$ cat src/rtl/arm_fetch_queue.sv
// ARM instruction fetch/prefetch queue: credit-limited word fetches, in-order response FIFO, branch flush.
// Optional FETCH_ABORT_EN: keep a per-entry bus error and raise prefetch_abort at the head.
module arm_fetch_queue #(
    parameter int unsigned DEPTH    = 4,
    parameter logic [31:0] RESET_PC = 32'h0000_0000
) (
    input  logic        clk,
    input  logic        rst_n,
    output logic        fetch_req,
    output logic [31:0] fetch_addr,
    input  logic        fetch_gnt,
    input  logic        fetch_rvalid,
    input  logic [31:0] fetch_rdata,
    input  logic        fetch_err,
    output logic [31:0] code,
    output logic [31:0] code_pc,
    output logic        code_valid,
    input  logic        code_ready,
    input  logic        branch,
    input  logic [31:0] branch_target,
    output logic        prefetch_abort
);

    localparam int PW = $clog2(DEPTH);
    localparam int CW = PW + 1;
    localparam logic [CW:0] DEPTH_C = (CW+1)'(DEPTH);

    logic          run_q, run_d;
    logic [31:0]   addr_q, addr_d;
    logic [31:0]   rsp_pc_q, rsp_pc_d;
    logic [CW-1:0] cnt_q, cnt_d;
    logic [CW-1:0] out_q, out_d;
    logic [CW-1:0] disc_q, disc_d;
    logic [PW-1:0] wr_q, wr_d;
    logic [PW-1:0] rd_q, rd_d;

    logic [31:0]   data_mem [DEPTH];
    logic [31:0]   pc_mem   [DEPTH];

    logic [CW:0]   used;
    logic [31:0]   tgt_aligned;
    logic          addr_beat;
    logic          push;
    logic          pop;
    logic          head_err;

    // IDLE/FETCH/DRAIN are implied by credit and the discard count rather than held in a state register.
    assign used        = {1'b0, cnt_q} + {1'b0, out_q};
    assign tgt_aligned = {branch_target[31:2], 2'b00};
    assign fetch_req   = run_q & (used < DEPTH_C) & ~branch;
    assign fetch_addr  = addr_q;
    assign addr_beat   = fetch_req & fetch_gnt;
    assign push        = fetch_rvalid & (disc_q == '0) & ~branch;
    assign code_valid  = (cnt_q != '0);
    assign pop         = code_valid & code_ready & ~branch;

    always_comb begin
        run_d    = 1'b1;
        addr_d   = addr_q;
        rsp_pc_d = rsp_pc_q;
        out_d    = out_q + CW'(addr_beat) - CW'(fetch_rvalid);
        disc_d   = disc_q;
        cnt_d    = cnt_q + CW'(push) - CW'(pop);
        wr_d     = wr_q + PW'(push);
        rd_d     = rd_q + PW'(pop);
        if (addr_beat) begin
            addr_d = addr_q + 32'd4;
        end
        if (push) begin
            rsp_pc_d = rsp_pc_q + 32'd4;
        end
        if (fetch_rvalid && disc_q != '0) begin
            disc_d = disc_q - CW'(1);
        end
        if (branch) begin
            // Everything still on the bus after this edge belongs to the old stream.
            disc_d   = out_d;
            addr_d   = tgt_aligned;
            rsp_pc_d = tgt_aligned;
            cnt_d    = '0;
            wr_d     = '0;
            rd_d     = '0;
        end
    end

    always_ff @(posedge clk or negedge rst_n) begin
        if (!rst_n) begin
            run_q    <= 1'b0;
            addr_q   <= RESET_PC;
            rsp_pc_q <= RESET_PC;
            cnt_q    <= '0;
            out_q    <= '0;
            disc_q   <= '0;
            wr_q     <= '0;
            rd_q     <= '0;
        end else begin
            run_q    <= run_d;
            addr_q   <= addr_d;
            rsp_pc_q <= rsp_pc_d;
            cnt_q    <= cnt_d;
            out_q    <= out_d;
            disc_q   <= disc_d;
            wr_q     <= wr_d;
            rd_q     <= rd_d;
        end
    end

    always_ff @(posedge clk) begin
        if (push) begin
            data_mem[wr_q] <= fetch_rdata;
            pc_mem[wr_q]   <= rsp_pc_q;
        end
    end

`ifdef FETCH_ABORT_EN
    logic err_mem [DEPTH];
    logic [1:0] unused_tgt_bits;

    assign unused_tgt_bits = branch_target[1:0];

    always_ff @(posedge clk) begin
        if (push) begin
            err_mem[wr_q] <= fetch_err;
        end
    end

    assign head_err       = err_mem[rd_q];
    assign prefetch_abort = code_valid & head_err;
`else
    logic unused_bits;

    assign unused_bits    = ^{fetch_err, branch_target[1:0]};
    assign head_err       = 1'b0;
    assign prefetch_abort = 1'b0;
`endif

    assign code    = (code_valid && !head_err) ? data_mem[rd_q] : 32'h0;
    assign code_pc = code_valid ? pc_mem[rd_q] : 32'h0;

    a_rsp_underflow:  assert property (@(posedge clk) disable iff (!rst_n)
                                       !(fetch_rvalid && out_q == '0));
    a_out_overflow:   assert property (@(posedge clk) disable iff (!rst_n)
                                       !(addr_beat && !fetch_rvalid && {1'b0, out_q} == DEPTH_C));
    a_fifo_overflow:  assert property (@(posedge clk) disable iff (!rst_n)
                                       !(push && !pop && {1'b0, cnt_q} == DEPTH_C));
    a_discard_bound:  assert property (@(posedge clk) disable iff (!rst_n)
                                       disc_q <= out_q);

endmodule

$ cat config.mk
export PLATFORM = sky130hd
export DESIGN_NAME = arm_fetch_queue
export DESIGN_NICKNAME = d
export VERILOG_FILES = /design/src/rtl/arm_fetch_queue.sv
export SDC_FILE = /design/constraint.sdc
export NUM_CORES = 1
export LEC_CHECK = 0
export CAP_MARGIN = 20
export CORE_ASPECT_RATIO = 1.5
export CORE_UTILIZATION = 50
export CTS_CLUSTER_SIZE = 40
export DETAILED_ROUTE_END_ITERATION = 16
export PLACE_DENSITY = 0.84
export SETUP_SLACK_MARGIN = 0.02
export SYNTH_ARGS = -nofsm -noshare
export SYNTH_HDL_FRONTEND = slang
export SYNTH_SLANG_ARGS = --single-unit
$ cat constraint.sdc
create_clock -name clk -period 6.7 [get_ports clk]
set_input_delay 1.675 -clock clk [delete_from_list [all_inputs] [get_ports clk]]
set_output_delay 1.675 -clock clk [all_outputs]
set_load 0.05 [all_outputs]
==> results of run 1 <==
-- flip-flops by register name, indices dropped and copies added, names as in the netlist --
signal and flops:
data_mem 128, pc_mem 120, fetch_addr 30, rsp_pc_q 30, cnt_q 3, disc_q 3, out_q 3, rd_q 2
wr_q 2, run_q 1
-- cell usage in the layout (no fill, tap or decap), types with 4 or more instances in the layout --
| cell type | synthesis | layout |
|---|---|---|
| buf_4 | 5 | 11 |
| mux2_2 | 9 | 9 |
| or3_1 | 4 | 4 |
| nor2_1 | 23 | 22 |
| a21oi_1 | 7 | 7 |
| clkdlybuf4s50_1 | 0 | 159 |
| clkinv_2 | 0 | 4 |
| edfxtp_1 | 248 | 248 |
| nand4_1 | 19 | 19 |
| xor2_1 | 30 | 30 |
| dfrtp_1 | 74 | 72 |
| nand2b_1 | 6 | 6 |
| clkinv_1 | 0 | 6 |
| a21boi_0 | 9 | 9 |
| o21ai_0 | 33 | 33 |
| ha_1 | 12 | 12 |
| and3_1 | 12 | 11 |
| nand3_1 | 30 | 30 |
| mux4_2 | 62 | 62 |
| nand2_1 | 49 | 49 |
| nor4_1 | 6 | 6 |
| clkbuf_16 | 0 | 29 |
| conb_1 | 2 | 6 |
| nor2b_1 | 69 | 69 |
| nor3_1 | 14 | 12 |
| inv_1 | 18 | 18 |
| o211ai_1 | 7 | 7 |
| xnor2_1 | 16 | 16 |
| clkbuf_1 | 27 | 4 |
| bufinv_16 | 0 | 5 |
-- critical path: cells and delay by family (launching register included) --
| family | cells | cell delay, ns |
|---|---|---|
| buf+inv | 2 | 1.17 |
| flops | 1 | 0.92 |
| mux | 1 | 0.55 |
| simple gates | 1 | 0.16 |
-- area by class of cell --
type	count	area [um^2]	area share
clock inverters	20	231	0.0141
inverters	19	71.3	0.00433
multi-input cells	459	3990	0.242
repair buffers	175	1710	0.104
flip-flops and latches	322	9300	0.565
well taps	337	422	0.0256
clock buffers	33	741	0.0450
-- report_power, final --
group / internal [mW] / switching, mW / leakage, nW
Sequential: 2.27 / 0.138 / 3.12
Combinational: 0.624 / 1.11 / 1.96
Clock: 0.986 / 0.711 / 0.471
Total: 3.88 / 1.96 / 5.55
-- how the worst max path moves through the flow --
stage	start	to	depth (start not counted)
floorplan	branch	data_mem[1][0]$_DFFE_PP_	5
global placement	branch	fetch_req	4
detailed placement	branch	fetch_req	4
CTS	rd_q[0]$_DFF_PN0_	code[19]	4
global route	rd_q[0]$_DFF_PN0_	code[19]	4
finish	rd_q[0]$_DFF_PN0_	code[12]	4
-- layer usage --
layer | track usage | share of wire | up-vias
met5 | 0 | 0 | -
met4 | 0.0921 | 0.035 | 0
met3 | 0.0234 | 0.049 | 58
met2 | 0.355 | 0.52 | 270
met1 | 0.256 | 0.39 | 3883
li1 | - | - | 3516
-- kinds of logic (layout without fill, tap and decap cells) --
family / Yosys count / in the layout / synth area share
mux: 74 / 74 / 0.113
buf+inv: 62 / 247 / 0.0188
simple gates: 250 / 250 / 0.103
xor+xnor: 46 / 46 / 0.0299
fa+ha+maj: 14 / 14 / 0.0141
flops: 322 / 322 / 0.689
compound gates: 69 / 69 / 0.0313
other cells: 2 / 6 / 0.000557
-- per-stage QoR --
stage	setup WS (ns)	util	std cells	hold slack, ns
after floorplan	1.34	-	843	0.493
after global placement	1.66	0.584	1309	0.526
after detailed placement	1.67	0.585	1310	0.557
after CTS	1.55	0.621	1363	0.571
after global routing	1.42	0.622	1365	0.590
final	1.67	0.622	1365	0.567
==> results.toml, run 1 <==
[global_routing]
grt_pass1_vias = 7939
grt_first_pass_wirelength_mm = 43.1
globalRouteOverflowTotal = 0
antenna_found_initial = 0
grt_usage = 0.205
grt_start_max_net_pins = 75

[synth]
netlist_instances = 839
synth_area_leaders = "edfxtp_1 (55%), dfrtp_1 (14%), mux4_2 (10%)"
synth_edf_count = 248
yosysMostFrequentCell = "edfxtp_1"
ys_seq_area_frac = 0.689
synth_seq_cells = 322
synth_area_leader_cell = "edfxtp_1"
synthDominantCellAreaShare = 0.552
syn-cell-area_mm2 = 0.0135
synth-main-ff-cell = "edfxtp_1"
avgSynthCellArea_um2 = 16.1
yosys_warnings = 0
synthArstFlopShare = 0.230
synth.distinct_cells = 51
ys_top_cells_by_count = "edfxtp_1 (248), dfrtp_1 (74), nor2b_1 (69)"

[power_and_ir_drop]
leakagePower_nw = 5.55
finalPower_mw = 5.85
power.density_mw_per_mm2 = 355
peakVddDrop_uv = 281

[sta]
worstMarginPinSlew_ns = 0.968
max_freq_mhz = 199
grt_setup_unrepaired = "false"
hold_viol = 0
finalCritPeriodShare = 0.751
tns_ns = 0
report.final.slew_viol_count = 0
fin_worst_skew_ns = 0.00802
final-setup-viol-count = 0
max_slew_margin = 0.355
post-route-min-period_ns = 5.03

[worst_setup_path]
start_kind = "flop"
worstSetupEndpointType = "output pin"
arrival_ns = 3.36
r2r_slack_ns = 2.90
cp.required_ns = 5.03
cp_slowest_cell = "dfrtp_4"
cpPeakStageDelay_ns = 0.92
worstPathCellList = "buf_4 > mux4_2 > nor2b_1 > clkdlybuf4s50_1"
critical_path_class = "reg -> out"
critPathMaxFanout = 37
r2r-end = "disc_q[2]$_DFFE_PN0P_"
reg2regPathDepth = 12
r2r_start = "cnt_q[1]$_DFF_PN0_"

[clock_tree]
cts_made_buffers = 29
cts.reportedPaths.clkPinSlew_ns = 0.07
htreeDepth = 1
postCtsSetupBuffers = 0
clk_path_buf_depth = 3
cts_hold_buf = 0
numClockSinks = 322
root_buffer = "clkbuf_16"
clock_latency_ns = 0.55
ctsResizeCount = 0
cts_tree = "built"

[cells_and_area]
antenna_cells = 0
fillers = 1944
syn_to_final_growth_pct = 22.1
drive_above_1_share = 0.140
final_area_mm2 = 0.0165
nNetsFinal = 1091

[place]
numPortBuffers = 161
placed_cell_area_mm2 = 0.0155
place_hpwl_mm = 17.0
gp_congestion = 0.827

[detailed_routing]
drtIter0Drc = 613
via_per_inst = 5.66
detail_route.drc_violations = 0
vias = 7727
wire_per_inst_um = 20.3
drt-total-wl_mm = 27.7
ant_nets = 0
drt-pass1-iter-count = 5

[floorplanning]
start_util = 0.509
die_w_um = 136
ioPinCount = 170
dieArea_mm2 = 0.0276
core_area_mm2 = 0.0265
num_rows = 73
dieHeight_um = 203

[outcome]
status = "finished clean"

[worst_hold_path]
worstHoldEndpoint = "out_q[0]$_DFF_PN0_"
min_from = "out_q[0]$_DFF_PN0_"
min_path_cells = 1
worstHoldPathType = "reg -> reg"

[flow_run]
drv_cap = 0
No activity file was read; power rests on OpenSTA's default activity.
==> run 2, diff against run 1 <==
--- a/config.mk
+++ b/config.mk
@@ -7,10 +7,10 @@
 export LEC_CHECK = 0
 export CAP_MARGIN = 20
 export CORE_ASPECT_RATIO = 1.5
-export CORE_UTILIZATION = 50
+export CORE_UTILIZATION = 55
 export CTS_CLUSTER_SIZE = 40
 export DETAILED_ROUTE_END_ITERATION = 16
-export PLACE_DENSITY = 0.84
+export PLACE_DENSITY = 0.87
 export SETUP_SLACK_MARGIN = 0.02
 export SYNTH_ARGS = -nofsm -noshare
 export SYNTH_HDL_FRONTEND = slang
==> constraint.sdc (replaced) <==
create_clock -name clk -period 5.19 [get_ports clk]
set_input_delay 1.2975 -clock clk [delete_from_list [all_inputs] [get_ports clk]]
set_output_delay 1.2975 -clock clk [all_outputs]
set_load 0.05 [all_outputs]
==> run 2 against run 1 <==
Compared with the run above: non-clock buffer count grew 3; clock skew fell by 0.0012 ns; routed wire length fell by 1.8%; global-route usage rose by 1.8 points; first-iteration DRC count fell by 11%; combinational power is 30% higher; worst setup slack worse by 0.96 ns; design area increased by 0.64%; count of clock-buffer cells in the layout is 12 higher; sequential share of layout area fell by 0.36 points; core utilization up 7.1 points; critical path type unchanged; largest power group unchanged.
==> results.toml, run 2 (synthesized netlist as in run 1, its figures left out) <==
[outcome]
status = "finished clean"

[floorplanning]
start_util = 0.564
dieHeight_um = 194
num_rows = 69
die_w_um = 130
dieArea_mm2 = 0.0252
core_area_mm2 = 0.0239
ioPinCount = 170

[worst_setup_path]
path_delay_family = "buffers and inverters"
critical_path_class = "reg -> out"
worstSetupStartpoint = "rd_q[0]$_DFF_PN0_"
cpPeakStageDelay_ns = 0.77
critPathMaxFanout = 27
arrival_ns = 3.19
worstPathCellList = "buf_4 > mux4_2 > nor2b_1 > clkdlybuf4s50_1"
cp_slowest_cell = "dfrtp_4"
r2r_slack_ns = 1.88
start_kind = "flop"
r2r_start = "cnt_q[1]$_DFF_PN0_"
cp_num_buf_inv = 2
cp.required_ns = 3.89
worstSetupEndpointType = "output pin"

[place]
numPortBuffers = 161
place_hpwl_mm = 17.3
placed_cell_area_mm2 = 0.0156
gp_congestion = 0.824

[clock_tree]
ctsResizeCount = 0
htreeDepth = 1
cts_made_buffers = 30
cts_hold_buf = 0
cts.reportedPaths.clkPinSlew_ns = 0.06
clock_latency_ns = 0.54
cts_tree = "built"
root_buffer = "clkbuf_16"
numClockSinks = 322
postCtsSetupBuffers = 0
clk_path_buf_depth = 3

[cells_and_area]
drive_above_1_share = 0.146
largest_reg_flops = 128
syn_to_final_growth_pct = 22.9
final_common_cell = "edfxtp_1"
final_area_mm2 = 0.0166
nNetsFinal = 1095
regMostFlops = "data_mem"
top_regs = "data_mem x128, pc_mem x120"
mostFrequentLayoutCells = "edfxtp_1 (248), clkdlybuf4s50_1 (158), dfrtp_1 (72)"
antenna_cells = 0

[sta]
worstMarginPinSlew_ns = 1.09
tns_ns = 0
post-route-min-period_ns = 4.48
max_freq_mhz = 223
hold_ws_ns = 0.555
grt_setup_unrepaired = "false"
max_slew_margin = 0.269
final-setup-viol-count = 0
finalCritPeriodShare = 0.864
report.final.slew_viol_count = 0
fin_worst_skew_ns = 0.00686
hold_viol = 0

[detailed_routing]
wire_per_inst_um = 20.1
vias = 7764
drt-total-wl_mm = 27.2
routed.top_layer = "met4"
wl_met3_mm = 1.20
wl_met2_mm = 14.4
via_per_inst = 5.74
ant_nets = 0
detail_route.drc_violations = 0
drtIter0Drc = 548
m1WireLength_mm = 10.7
drt-pass1-iter-count = 5

[worst_hold_path]
min_from = "out_q[0]$_DFF_PN0_"
worstHoldPathType = "reg -> reg"

[global_routing]
grt_first_pass_wirelength_mm = 42.6
grt_pass1_vias = 8032
grt_usage = 0.222
grt_start_max_net_pins = 71
antenna_found_initial = 0
globalRouteOverflowTotal = 0

[power_and_ir_drop]
peakVddDrop_uv = 328
power.density_mw_per_mm2 = 454
leakagePower_nw = 5.60

[flow_run]
drv_cap = 0
==> run 2: path summary, 6_finish.rpt <==
kind,end,cells after the start
min reg2reg,out_q[0]$_DFF_PN0_,1
min in group asynchronous,fetch_addr[7]$_DFFE_PN0N_,1
max reg2reg,disc_q[2]$_DFFE_PN0P_,13
max in group asynchronous,rsp_pc_q[23]$_DFFE_PN0N_,2
min,out_q[0]$_DFF_PN0_,1
max,code_pc[29],4
==> run 2: layout make-up <==
| class | count | area (um^2) |
|---|---|---|
| flip-flops and latches | 322 | 9300 |
| fillers | 1593 | 7340 |
| clock inverters | 11 | 111 |
| repair buffers | 178 | 1810 |
| inverters | 19 | 71.3 |
| clock buffers | 45 | 888 |
| multi-input cells | 459 | 3990 |
| well taps | 319 | 399 |
==> run 2: metrics by stage <==
step	util	cells	total power, mW	setup slack [ns]
floorplan	-	843	4.65	0.203
detailed placement	0.651	1297	5.42	1.12
finish	0.693	1353	7.53	0.706
CTS	0.693	1353	7.59	0.597
global route	0.693	1353	7.81	0.508
global placement	0.651	1297	5.38	1.17
==> run 2: where the power goes <==
group          internal (mW)  total [mW]  switching, mW
Sequential              2.93        3.10          0.164
Combinational          0.815        2.26           1.44
Clock                   1.28        2.17          0.895
Total                   5.03        7.53           2.50
==> run 2: layer usage <==
layer	vias to the layer above	track usage
met1	3947	0.283
li1	3523	-
met3	56	0.0246
met5	-	0
met2	238	0.389
met4	0	0.0853
